$ cat config.mk
export PLATFORM = sky130hd
export DESIGN_NAME = nco_step_ctrl
export DESIGN_NICKNAME = d
export VERILOG_FILES = /design/src/rtl/nco_pkg.sv /design/src/rtl/nco_step_ctrl_sw_debounce.sv /design/src/rtl/nco_step_ctrl.sv
export SDC_FILE = /design/constraint.sdc
export NUM_CORES = 1
export LEC_CHECK = 0
export ABC_AREA = 1
export BUFFER_PORTS_ARGS = -buffer_cell sky130_fd_sc_hd__buf_2
export CAP_MARGIN = 20
export CORE_MARGIN = 3
export CORE_UTILIZATION = 60
export CTS_BUF_LIST = sky130_fd_sc_hd__clkbuf_2 sky130_fd_sc_hd__clkbuf_4 sky130_fd_sc_hd__clkbuf_8
export CTS_CLUSTER_DIAMETER = 150
export DETAILED_ROUTE_END_ITERATION = 10
export MAX_ROUTING_LAYER = met4
export PLACE_DENSITY_LB_ADDON = 0.1
export SYNTH_ARGS = -nofsm -noshare
export SYNTH_HDL_FRONTEND = slang
export SYNTH_SLANG_ARGS = --single-unit
$ cat constraint.sdc
create_clock -name sys_clk -period 4 [get_ports sys_clk]
set_clock_uncertainty 0.15 [all_clocks]
set_input_delay 0.8 -clock sys_clk [delete_from_list [all_inputs] [get_ports sys_clk]]
set_output_delay 0.8 -clock sys_clk [all_outputs]
set_load 0.01 [all_outputs]
$ cat src/rtl/nco_pkg.sv
// Shared widths and FSM encoding for the NCO step front-end.
package nco_pkg;

  localparam int PHASE_W    = 32;
  localparam int SW_W       = 10;
  localparam int STEP_SHIFT = 18;

  typedef enum logic [1:0] {
    IDLE = 2'd0,
    UP   = 2'd1,
    DOWN = 2'd2
  } slew_state_e;

endpackage

$ cat src/rtl/nco_step_ctrl_sw_debounce.sv
// Switch-bank front end: 2-flop synchronizer followed by a debounce filter.
// A value is accepted only after it has been seen on the synchronized bus
// for DEBOUNCE_CYCLES+1 consecutive clocks.
module sw_debounce
  import nco_pkg::*;
#(
  parameter int WIDTH           = SW_W,
  parameter int DEBOUNCE_CYCLES = 500000
) (
  input  logic             i_clk,
  input  logic             i_rst_n,
  input  logic [WIDTH-1:0] i_sw,
  output logic [WIDTH-1:0] o_sw_stable
);

  localparam int            CW       = $clog2(DEBOUNCE_CYCLES + 1);
  localparam logic [CW-1:0] CNT_MAX  = CW'(DEBOUNCE_CYCLES);
  localparam logic [CW-1:0] CNT_LAST = CW'(DEBOUNCE_CYCLES - 1);
  localparam logic [CW-1:0] CNT_ONE  = CW'(1);

  logic [WIDTH-1:0] r_sync1;
  logic [WIDTH-1:0] r_sync2;
  logic [WIDTH-1:0] r_cand;
  logic [WIDTH-1:0] r_stable;
  logic [CW-1:0]    r_cnt;

  // Two-stage synchronizer; the only logic that sees the raw switches.
  always_ff @(posedge i_clk or negedge i_rst_n) begin
    if (!i_rst_n) begin
      r_sync1 <= '0;
      r_sync2 <= '0;
    end else begin
      r_sync1 <= i_sw;
      r_sync2 <= r_sync1;
    end
  end

  // Candidate/counter filter; the stable value is published as the count reaches its limit.
  always_ff @(posedge i_clk or negedge i_rst_n) begin
    if (!i_rst_n) begin
      r_cand   <= '0;
      r_cnt    <= '0;
      r_stable <= '0;
    end else if (r_sync2 != r_cand) begin
      r_cand <= r_sync2;
      r_cnt  <= '0;
    end else if (r_cnt != CNT_MAX) begin
      r_cnt <= r_cnt + CNT_ONE;
      if (r_cnt == CNT_LAST) begin
        r_stable <= r_cand;
      end
    end
  end

  assign o_sw_stable = r_stable;

endmodule

$ cat src/rtl/nco_step_ctrl.sv
// Phase-step front end for the NCO accumulator: debounced switches form a
// target step, and the output step ramps toward it by at most SLEW_STEP per
// slew tick (or follows it directly when ramping is disabled).
module nco_step_ctrl
  import nco_pkg::*;
#(
  parameter int                 DEBOUNCE_CYCLES = 500000,
  parameter int                 SLEW_DIV        = 50000,
  parameter logic [PHASE_W-1:0] SLEW_STEP       = 32'h0004_0000
) (
  input  logic               sys_clk,
  input  logic               sys_rst_n,
  input  logic [SW_W-1:0]    sw,
  input  logic               ramp_en,
  output logic [PHASE_W-1:0] phase_step,
  output logic               step_valid,
  output logic               settled
);

  localparam int            TW        = (SLEW_DIV > 1) ? $clog2(SLEW_DIV) : 1;
  localparam logic [TW-1:0] TICK_LAST = TW'(SLEW_DIV - 1);
  localparam logic [TW-1:0] TICK_ONE  = TW'(1);
  localparam int            PAD_W     = PHASE_W - SW_W - STEP_SHIFT;

  logic [SW_W-1:0]    w_sw_stable;
  logic [PHASE_W-1:0] w_target;
  logic [PHASE_W-1:0] w_diff;
  logic [PHASE_W-1:0] w_step_nxt;
  logic               w_tick;
  slew_state_e        w_state_nxt;

  logic [TW-1:0]      r_tick_cnt;
  slew_state_e        r_state;
  logic [PHASE_W-1:0] r_step;
  logic               r_valid;

  sw_debounce #(
    .WIDTH          (SW_W),
    .DEBOUNCE_CYCLES(DEBOUNCE_CYCLES)
  ) u_debounce (
    .i_clk      (sys_clk),
    .i_rst_n    (sys_rst_n),
    .i_sw       (sw),
    .o_sw_stable(w_sw_stable)
  );

  // Switch LSB maps to one SLEW_STEP; top bits stay clear so no wrap is possible.
  assign w_target = {{PAD_W{1'b0}}, w_sw_stable, {STEP_SHIFT{1'b0}}};
  assign w_tick   = (r_tick_cnt == TICK_LAST);

  // Free-running slew tick divider, independent of the ramp state.
  always_ff @(posedge sys_clk or negedge sys_rst_n) begin
    if (!sys_rst_n) begin
      r_tick_cnt <= '0;
    end else if (w_tick) begin
      r_tick_cnt <= '0;
    end else begin
      r_tick_cnt <= r_tick_cnt + TICK_ONE;
    end
  end

  // Direction from a live compare each cycle, so a target change redirects at once.
  always_comb begin
    w_state_nxt = IDLE;
    w_diff      = '0;
    w_step_nxt  = r_step;
    if (w_target > r_step) begin
      w_state_nxt = UP;
      w_diff      = w_target - r_step;
    end else if (w_target < r_step) begin
      w_state_nxt = DOWN;
      w_diff      = r_step - w_target;
    end
    if (!ramp_en) begin
      w_step_nxt = w_target;
    end else if (w_tick) begin
      case (w_state_nxt)
        UP:      w_step_nxt = (w_diff <= SLEW_STEP) ? w_target : r_step + SLEW_STEP;
        DOWN:    w_step_nxt = (w_diff <= SLEW_STEP) ? w_target : r_step - SLEW_STEP;
        default: w_step_nxt = r_step;
      endcase
    end
  end

  // State, step and change-pulse registers.
  always_ff @(posedge sys_clk or negedge sys_rst_n) begin
    if (!sys_rst_n) begin
      r_state <= IDLE;
      r_step  <= '0;
      r_valid <= 1'b0;
    end else begin
      r_state <= w_state_nxt;
      r_step  <= w_step_nxt;
      r_valid <= (w_step_nxt != r_step);
    end
  end

  assign phase_step = r_step;
  assign step_valid = r_valid;
  assign settled    = (r_state == IDLE);

endmodule

==> results of run 1 <==
## final cells by class
type,count,area share (%)
clock buffer,10,1.38
tap,176,2.31
multi-input combinational,962,50.7
timing repair buffer,113,7.94
inverter,197,7.79
sequential,110,28.9
clock inverter,6,0.907
## worst paths after layout
kind	cells after the start	end	slack, ns	from
max	25	step_valid$_DFF_PN0_	0.19	u_debounce.o_sw_stable[1]$_DFFE_PN0P_
min in group asynchronous	1	phase_step[12]$_DFF_PN0_	0.25	sys_rst_n
max reg2reg	25	step_valid$_DFF_PN0_	0.19	u_debounce.o_sw_stable[1]$_DFFE_PN0P_
min	0	u_debounce.r_sync2[2]$_DFF_PN0_	0.21	u_debounce.r_sync1[2]$_DFF_PN0_
min reg2reg	0	u_debounce.r_sync2[2]$_DFF_PN0_	0.21	u_debounce.r_sync1[2]$_DFF_PN0_
max in group asynchronous	2	u_debounce.o_sw_stable[8]$_DFFE_PN0P_	2.64	sys_rst_n
## logic make-up (layout without fill, tap and decap cells)
family                     count (synthesis)  after routing  share of synthesized area (%)
adders and majority gates                 27             27                           4.14
muxes                                      4              4                          0.540
AOI/OAI and AO/OA                        112            112                           7.29
DFF                                      110            110                           33.0
xor gates and xnor gates                  37             37                           3.88
buffers and inverters                    232            326                           11.2
and+or+nand+nor                          782            782                           39.9
## routing by layer
| layer | share of wire, % | vias to the layer above |
|---|---|---|
| met2 | 46 | 379 |
| li1 | - | 4248 |
| met3 | 8.4 | 65 |
| met1 | 43 | 3951 |
| met4 | 2.6 | 0 |
| met5 | 0 | - |
## state kept, by name, indices dropped and copies added, names as in the netlist, 2 cells and up
register and cells:
u_debounce.r_cand 10, r_tick_cnt 16, u_debounce.r_cnt 19, phase_step 32
r_state 2, u_debounce.o_sw_stable 10, u_debounce.r_sync1 10, u_debounce.r_sync2 10
## layout by cell type, fill, tap and decap left out, drive strengths merged, types with 2 or more instances in the layout
cell,n
o21ai,38
xnor2,5
nor2,156
mux2,4
or2,4
ha,26
clkbuf,10
nand3,118
inv,197
a21oi,57
nor3,24
nand3b,2
a21boi,2
nand2,446
nand4,25
clkinv,5
a211oi,7
xor2,32
dfrtp,110
nor4,6
o21a,4
buf,113
## Yosys cell counts, types with 2 or more instances
| master | instances | area share (%) |
|---|---|---|
| nor2_4 | 4 | 0.54 |
| inv_1 | 185 | 8.3 |
| o21a_1 | 4 | 0.36 |
| nor3_1 | 23 | 1.4 |
| ha_1 | 26 | 3.9 |
| xor2_1 | 32 | 3.4 |
| mux2_2 | 4 | 0.54 |
| buf_1 | 2 | 0.090 |
| nand3_1 | 117 | 7.0 |
| nand2_4 | 3 | 0.40 |
| o21ai_0 | 32 | 1.9 |
| nand2_2 | 14 | 1.0 |
| a211oi_1 | 7 | 0.63 |
| clkbuf_1 | 18 | 0.81 |
| nand2_1 | 428 | 19 |
| o21ai_1 | 6 | 0.36 |
| clkinv_1 | 2 | 0.090 |
| nor4_1 | 6 | 0.45 |
| buf_6 | 3 | 0.40 |
| or2_2 | 4 | 0.30 |
| nor2_2 | 3 | 0.22 |
| nand4_1 | 25 | 1.9 |
| inv_2 | 9 | 0.40 |
| xnor2_1 | 5 | 0.52 |
| a21boi_0 | 2 | 0.18 |
| buf_2 | 9 | 0.54 |
| nand3b_1 | 2 | 0.18 |
| dfrtp_1 | 110 | 33 |
| nor2_1 | 149 | 6.7 |
| a21oi_1 | 56 | 3.4 |
## power by group through the flow
stage / logic (mW) / clock network (mW) / registers (mW)
finish: 0.185 / 0.745 / 1.14
CTS: 0.176 / 0.755 / 1.14
global placement: 0.172 / 0 / 1.16
detailed placement: 0.174 / 0 / 1.16
floorplan: 0.105 / 0 / 1.16
global route: 0.203 / 0.796 / 1.14
## timing repair
item,CTS,global route
endpoints found under the setup margin,0,1
gates resized for setup,0,45
buffers inserted,0,6
## worst max-delay path, stage by stage (launching register included)
cell and delay (ns):
dfrtp_1 0.46, ha_4 0.33, nand2_1 0.13, nor2_2 0.17, buf_4 0.14, nand3_1 0.14, nor3_1 0.44, a21oi_1 0.07
nand2_1 0.09, nand2_1 0.08, nor3_4 0.26, nand3_2 0.15, nand2_4 0.15, nand2_1 0.10, nand2_1 0.07, nand2_1 0.05
nand2_1 0.05, nand2_1 0.04, nand2_1 0.09, nand2_2 0.08, nand2_1 0.06, nand2_1 0.05, nor2_1 0.14, nand2_1 0.07
nor2_1 0.09, nand2_1 0.06
==> out/metrics.cfg, run 1 <==
[clock_tree]
ctsLongestPathBuffers = 2
cts_root_buffer = clkbuf_8
cts_tree = built
cts_buffers = 9
clk-insertion-delay-late_ns = 0.40
cts_hold_buf = 0
cts_num_sinks = 110
clkTransAtPathRegs_ns = 0.12
htreeDepth = 3

[route]
num_vias = 8643
firstDrtPassIters = 5
wl_per_cell_um = 15.6
drt_iter0_drc = 892
finalWirelength_um = 24500
viasPerCell = 5.49
ant_nets = 0
drc_errors = 0

[grt]
grt_pass1_wl_um = 38200
antenna_found_initial = 0
met3_usage_pct = 5.40
grt_overflow_total = 0
first_global_vias = 7899
grt_max_degree = 48
met2_usage_pct = 51.2
grt.total_usage_pct = 33.1
met1_usage_pct = 44.6
globalRoute.busiestLayer = met2

[sta]
min_period_over_period_pct = 95.3
relSlewSlack_pct = 56.8
fmax_ghz = 0.262
whs_ns = 0.206
tightestPinTransition_ns = 0.648
fin_ws_ns = 0.189
slew_viol_final = 0
finalSetupViolations = 0
final.setup.tns_ns = 0
finalHoldViolCount = 0
min_period_ns = 3.81

[critical_path]
crit_required_ns = 4.14
critPathMaxFanout = 8
crit_type = reg2reg
end_kind = flip-flop
start_kind = flip-flop
crit_arrival_ns = 3.96

[placement]
hpwl_um = 19000
gp_congestion = 1.03
dp.cells = 1552
port_buffers = 46
place_ws_ns = 0.0920
place_area_mm2 = 0.00907

[power]
power_frac_comb_pct = 8.9
powerDensity_mw_per_mm2 = 217
vdd_ir_drop_max_uv = 310
p_sw_share_pct = 27.3
power.share.clock_pct = 36.0
seqPwrFrac_pct = 55.1
design_power_total_mw = 2.07
power_switching_mw = 0.565
p_leak_nw = 5.29
p_int_mw = 1.50

[synthesis]
ys.warnings.count = 0
synth_seq_cells = 110
async_reset_ff_share_pct = 100
synth_ff_type = dfrtp_1
syn_nets = 1344
seq_area_frac_synth_pct = 33.0
synth-edff-count = 0
syn-cell-area_mm2 = 0.00834
avgSynthCellArea_um2 = 6.40
synth_cell_types = 44
postSynthCellCount = 1304

[final_layout]
fill_cells = 1198
syn_to_final_growth_pct = 14.0
final_nets = 1433
drive_above_1_share_pct = 14.9
final_core_utilization_pct = 71.0
layoutNonFillerInstCount = 1574
multiInputGateArea_mm2 = 0.00483
fin_area_mm2 = 0.00951
register_area_mm2 = 0.00275
diodes = 0

[floorplan]
rows = 42
die_area_mm2 = 0.0154
io_pins = 47
core_mm2 = 0.0134
die_x_um = 124
die_y_um = 124
initial_core_util_pct = 62.3

[hold_path]
hp-class = reg2reg

[flow_run]
drv_cap = 0

[outcome]
status = completed

(Power assumes the default switching activity.)
==> run 2, diff against run 1 <==
Settings changed: PLACE_DENSITY set to 0.79, PLACE_DENSITY_LB_ADDON 0.1 to unset, SKIP_LAST_GASP set to 1.
==> out/metrics.cfg, run 2 (synthesized netlist as in run 1, its figures left out) <==
[grt]
first_global_vias = 7471  ; -5.4%
antenna_found_initial = 0  ; unchanged
grt_overflow_total = 0  ; unchanged
grt.total_usage_pct = 32.8  ; -0.27 points
grt_max_degree = 111  ; +130%
grt_pass1_wl_um = 37800  ; -1.1%

[sta]
finalSetupViolations = 0  ; unchanged
fmax_ghz = 0.262  ; -0.16%
slew_viol_final = 0  ; unchanged
whs_ns = 0.207  ; +0.000244 ns
tightestPinTransition_ns = 0.618  ; -0.0301 ns
min_period_ns = 3.82  ; +0.00609 ns
finalHoldViolCount = 0  ; unchanged
min_period_over_period_pct = 95.4  ; +0.15 points
relSlewSlack_pct = 58.8  ; +2.0 points

[floorplan]
io_pins = 47  ; unchanged
die_area_mm2 = 0.0154  ; unchanged
rows = 42  ; unchanged
die_x_um = 124  ; unchanged
initial_core_util_pct = 62.3  ; unchanged
die_y_um = 124  ; unchanged
core_mm2 = 0.0134  ; unchanged

[clock_tree]
cts_root_buffer = clkbuf_8
cts_buffers = 9  ; unchanged
cts_tree = built
cts_hold_buf = 0  ; unchanged
clkTransAtPathRegs_ns = 0.12  ; about the same
htreeDepth = 3  ; unchanged
ctsLongestPathBuffers = 2  ; unchanged
clk-insertion-delay-late_ns = 0.40  ; about the same
cts_num_sinks = 110  ; unchanged

[route]
ant_nets = 0  ; unchanged
drt_iter0_drc = 922  ; +3.4%
firstDrtPassIters = 5  ; unchanged
viasPerCell = 5.50  ; +0.22%
finalWirelength_um = 24200  ; -1.5%
wl_per_cell_um = 15.4  ; -1.2%
num_vias = 8640  ; -0.035%
drc_errors = 0  ; unchanged

[placement]
place_area_mm2 = 0.00899  ; -0.86%
port_buffers = 46  ; unchanged
hpwl_um = 18400  ; -3.2%
gp_congestion = 1.04  ; +0.54%

[final_layout]
drive_above_1_share_pct = 15.2  ; +0.33 points
largest_reg_flops = 32  ; unchanged
fin_area_mm2 = 0.00958  ; +0.68%
syn_to_final_growth_pct = 14.8
diodes = 0  ; unchanged
final_core_utilization_pct = 71.5  ; +0.49 points
final_common_cell = nand2_1
layout.cells.most_common_list = nand2_1 (423), inv_1 (179), nor2_1 (140)
final_nets = 1430  ; -0.21%

[critical_path]
crit_path_top_delay_cell = fa_1
start_kind = flip-flop
crit_type = reg2reg
crit_required_ns = 4.12  ; -0.02 ns
critPathMaxStageDelay_ns = 0.47  ; about the same
critPathMaxFanout = 10  ; +2
crit_arrival_ns = 3.94  ; -0.02 ns
cp_common_cell = nand2_1
end_kind = flip-flop

[power]
design_power_total_mw = 2.04  ; -1.2%
vdd_ir_drop_max_uv = 308  ; -0.59%
powerDensity_mw_per_mm2 = 213  ; -1.9%
p_leak_nw = 5.28  ; -0.20%

[hold_path]
hp-class = reg2reg

[flow_run]
drv_cap = 0  ; unchanged

[outcome]
status = completed

-- run 2: timing repair --
item / CTS / global route
setup endpoints to repair: 0 / 1
resized for setup: 0 / 58
buffers inserted: 0 / 13
-- run 2: final timing paths --
kind	from	end	slack, ns	depth (start not counted)
worst max-delay path	phase_step[19]$_DFF_PN0_	step_valid$_DFF_PN0_	0.18	28
worst min-delay path	u_debounce.r_sync1[5]$_DFF_PN0_	u_debounce.r_sync2[5]$_DFF_PN0_	0.21	0
worst max register to register	phase_step[19]$_DFF_PN0_	step_valid$_DFF_PN0_	0.18	28
worst min register to register	u_debounce.r_sync1[5]$_DFF_PN0_	u_debounce.r_sync2[5]$_DFF_PN0_	0.21	0
max in group asynchronous	sys_rst_n	u_debounce.o_sw_stable[6]$_DFFE_PN0P_	2.87	2
min in group asynchronous	sys_rst_n	phase_step[11]$_DFF_PN0_	0.26	2
-- run 2: critical path: cells and delay by family (launching register included) --
family                   cells  cell delay, ns
AO/OA/AOI/OAI                1            0.12
adder cells (fa/ha/maj)      1            0.47
buffers and inverters        4            0.57
flip-flops                   1            0.37
AND/OR/NAND/NOR             22            2.00
-- run 2: final cells by class --
| class | count | area [µm²] |
|---|---|---|
| Timing Repair Buffer | 109 | 763 |
| Multi-Input combinational cell | 963 | 4890 |
| Clock inverter | 6 | 80.1 |
| Tap cell | 176 | 220 |
| Sequential cell | 110 | 2760 |
| Clock buffer | 9 | 124 |
| Inverter | 197 | 746 |
| Fill cell | 1179 | 3820 |
-- run 2: layer usage --
| metal | up-vias | part of all wire [%] | global-route usage (%) |
|---|---|---|---|
| met2 | 382 | 46 | 50.7 |
| met5 | - | 0 | - |
| li1 | 4241 | - | - |
| met3 | 47 | 8.0 | 5.09 |
| met1 | 3970 | 44 | 46.1 |
| met4 | 0 | 1.9 | 7.60 |
-- run 2: report_power, final --
part	switching (mW)	leakage (nW)	total, mW	internal, mW
Sequential	0.00934	1.44	1.14	1.13
Combinational	0.125	3.74	0.186	0.0608
Clock	0.420	0.105	0.719	0.300
Total	0.554	5.28	2.04	1.49
-- run 2: metrics by stage --
| step | instances | setup WS [ns] | TNS [ns] |
|---|---|---|---|
| final | 1570 | 0.183 | 0 |
| after CTS | 1555 | 0.0575 | 0 |
| after global placement | 1540 | 0.167 | 0 |
| after floorplan | 1304 | 0.423 | 0 |
| after global routing | 1570 | -0.0949 | -0.0949 |
| after detailed placement | 1540 | 0.106 | 0 |
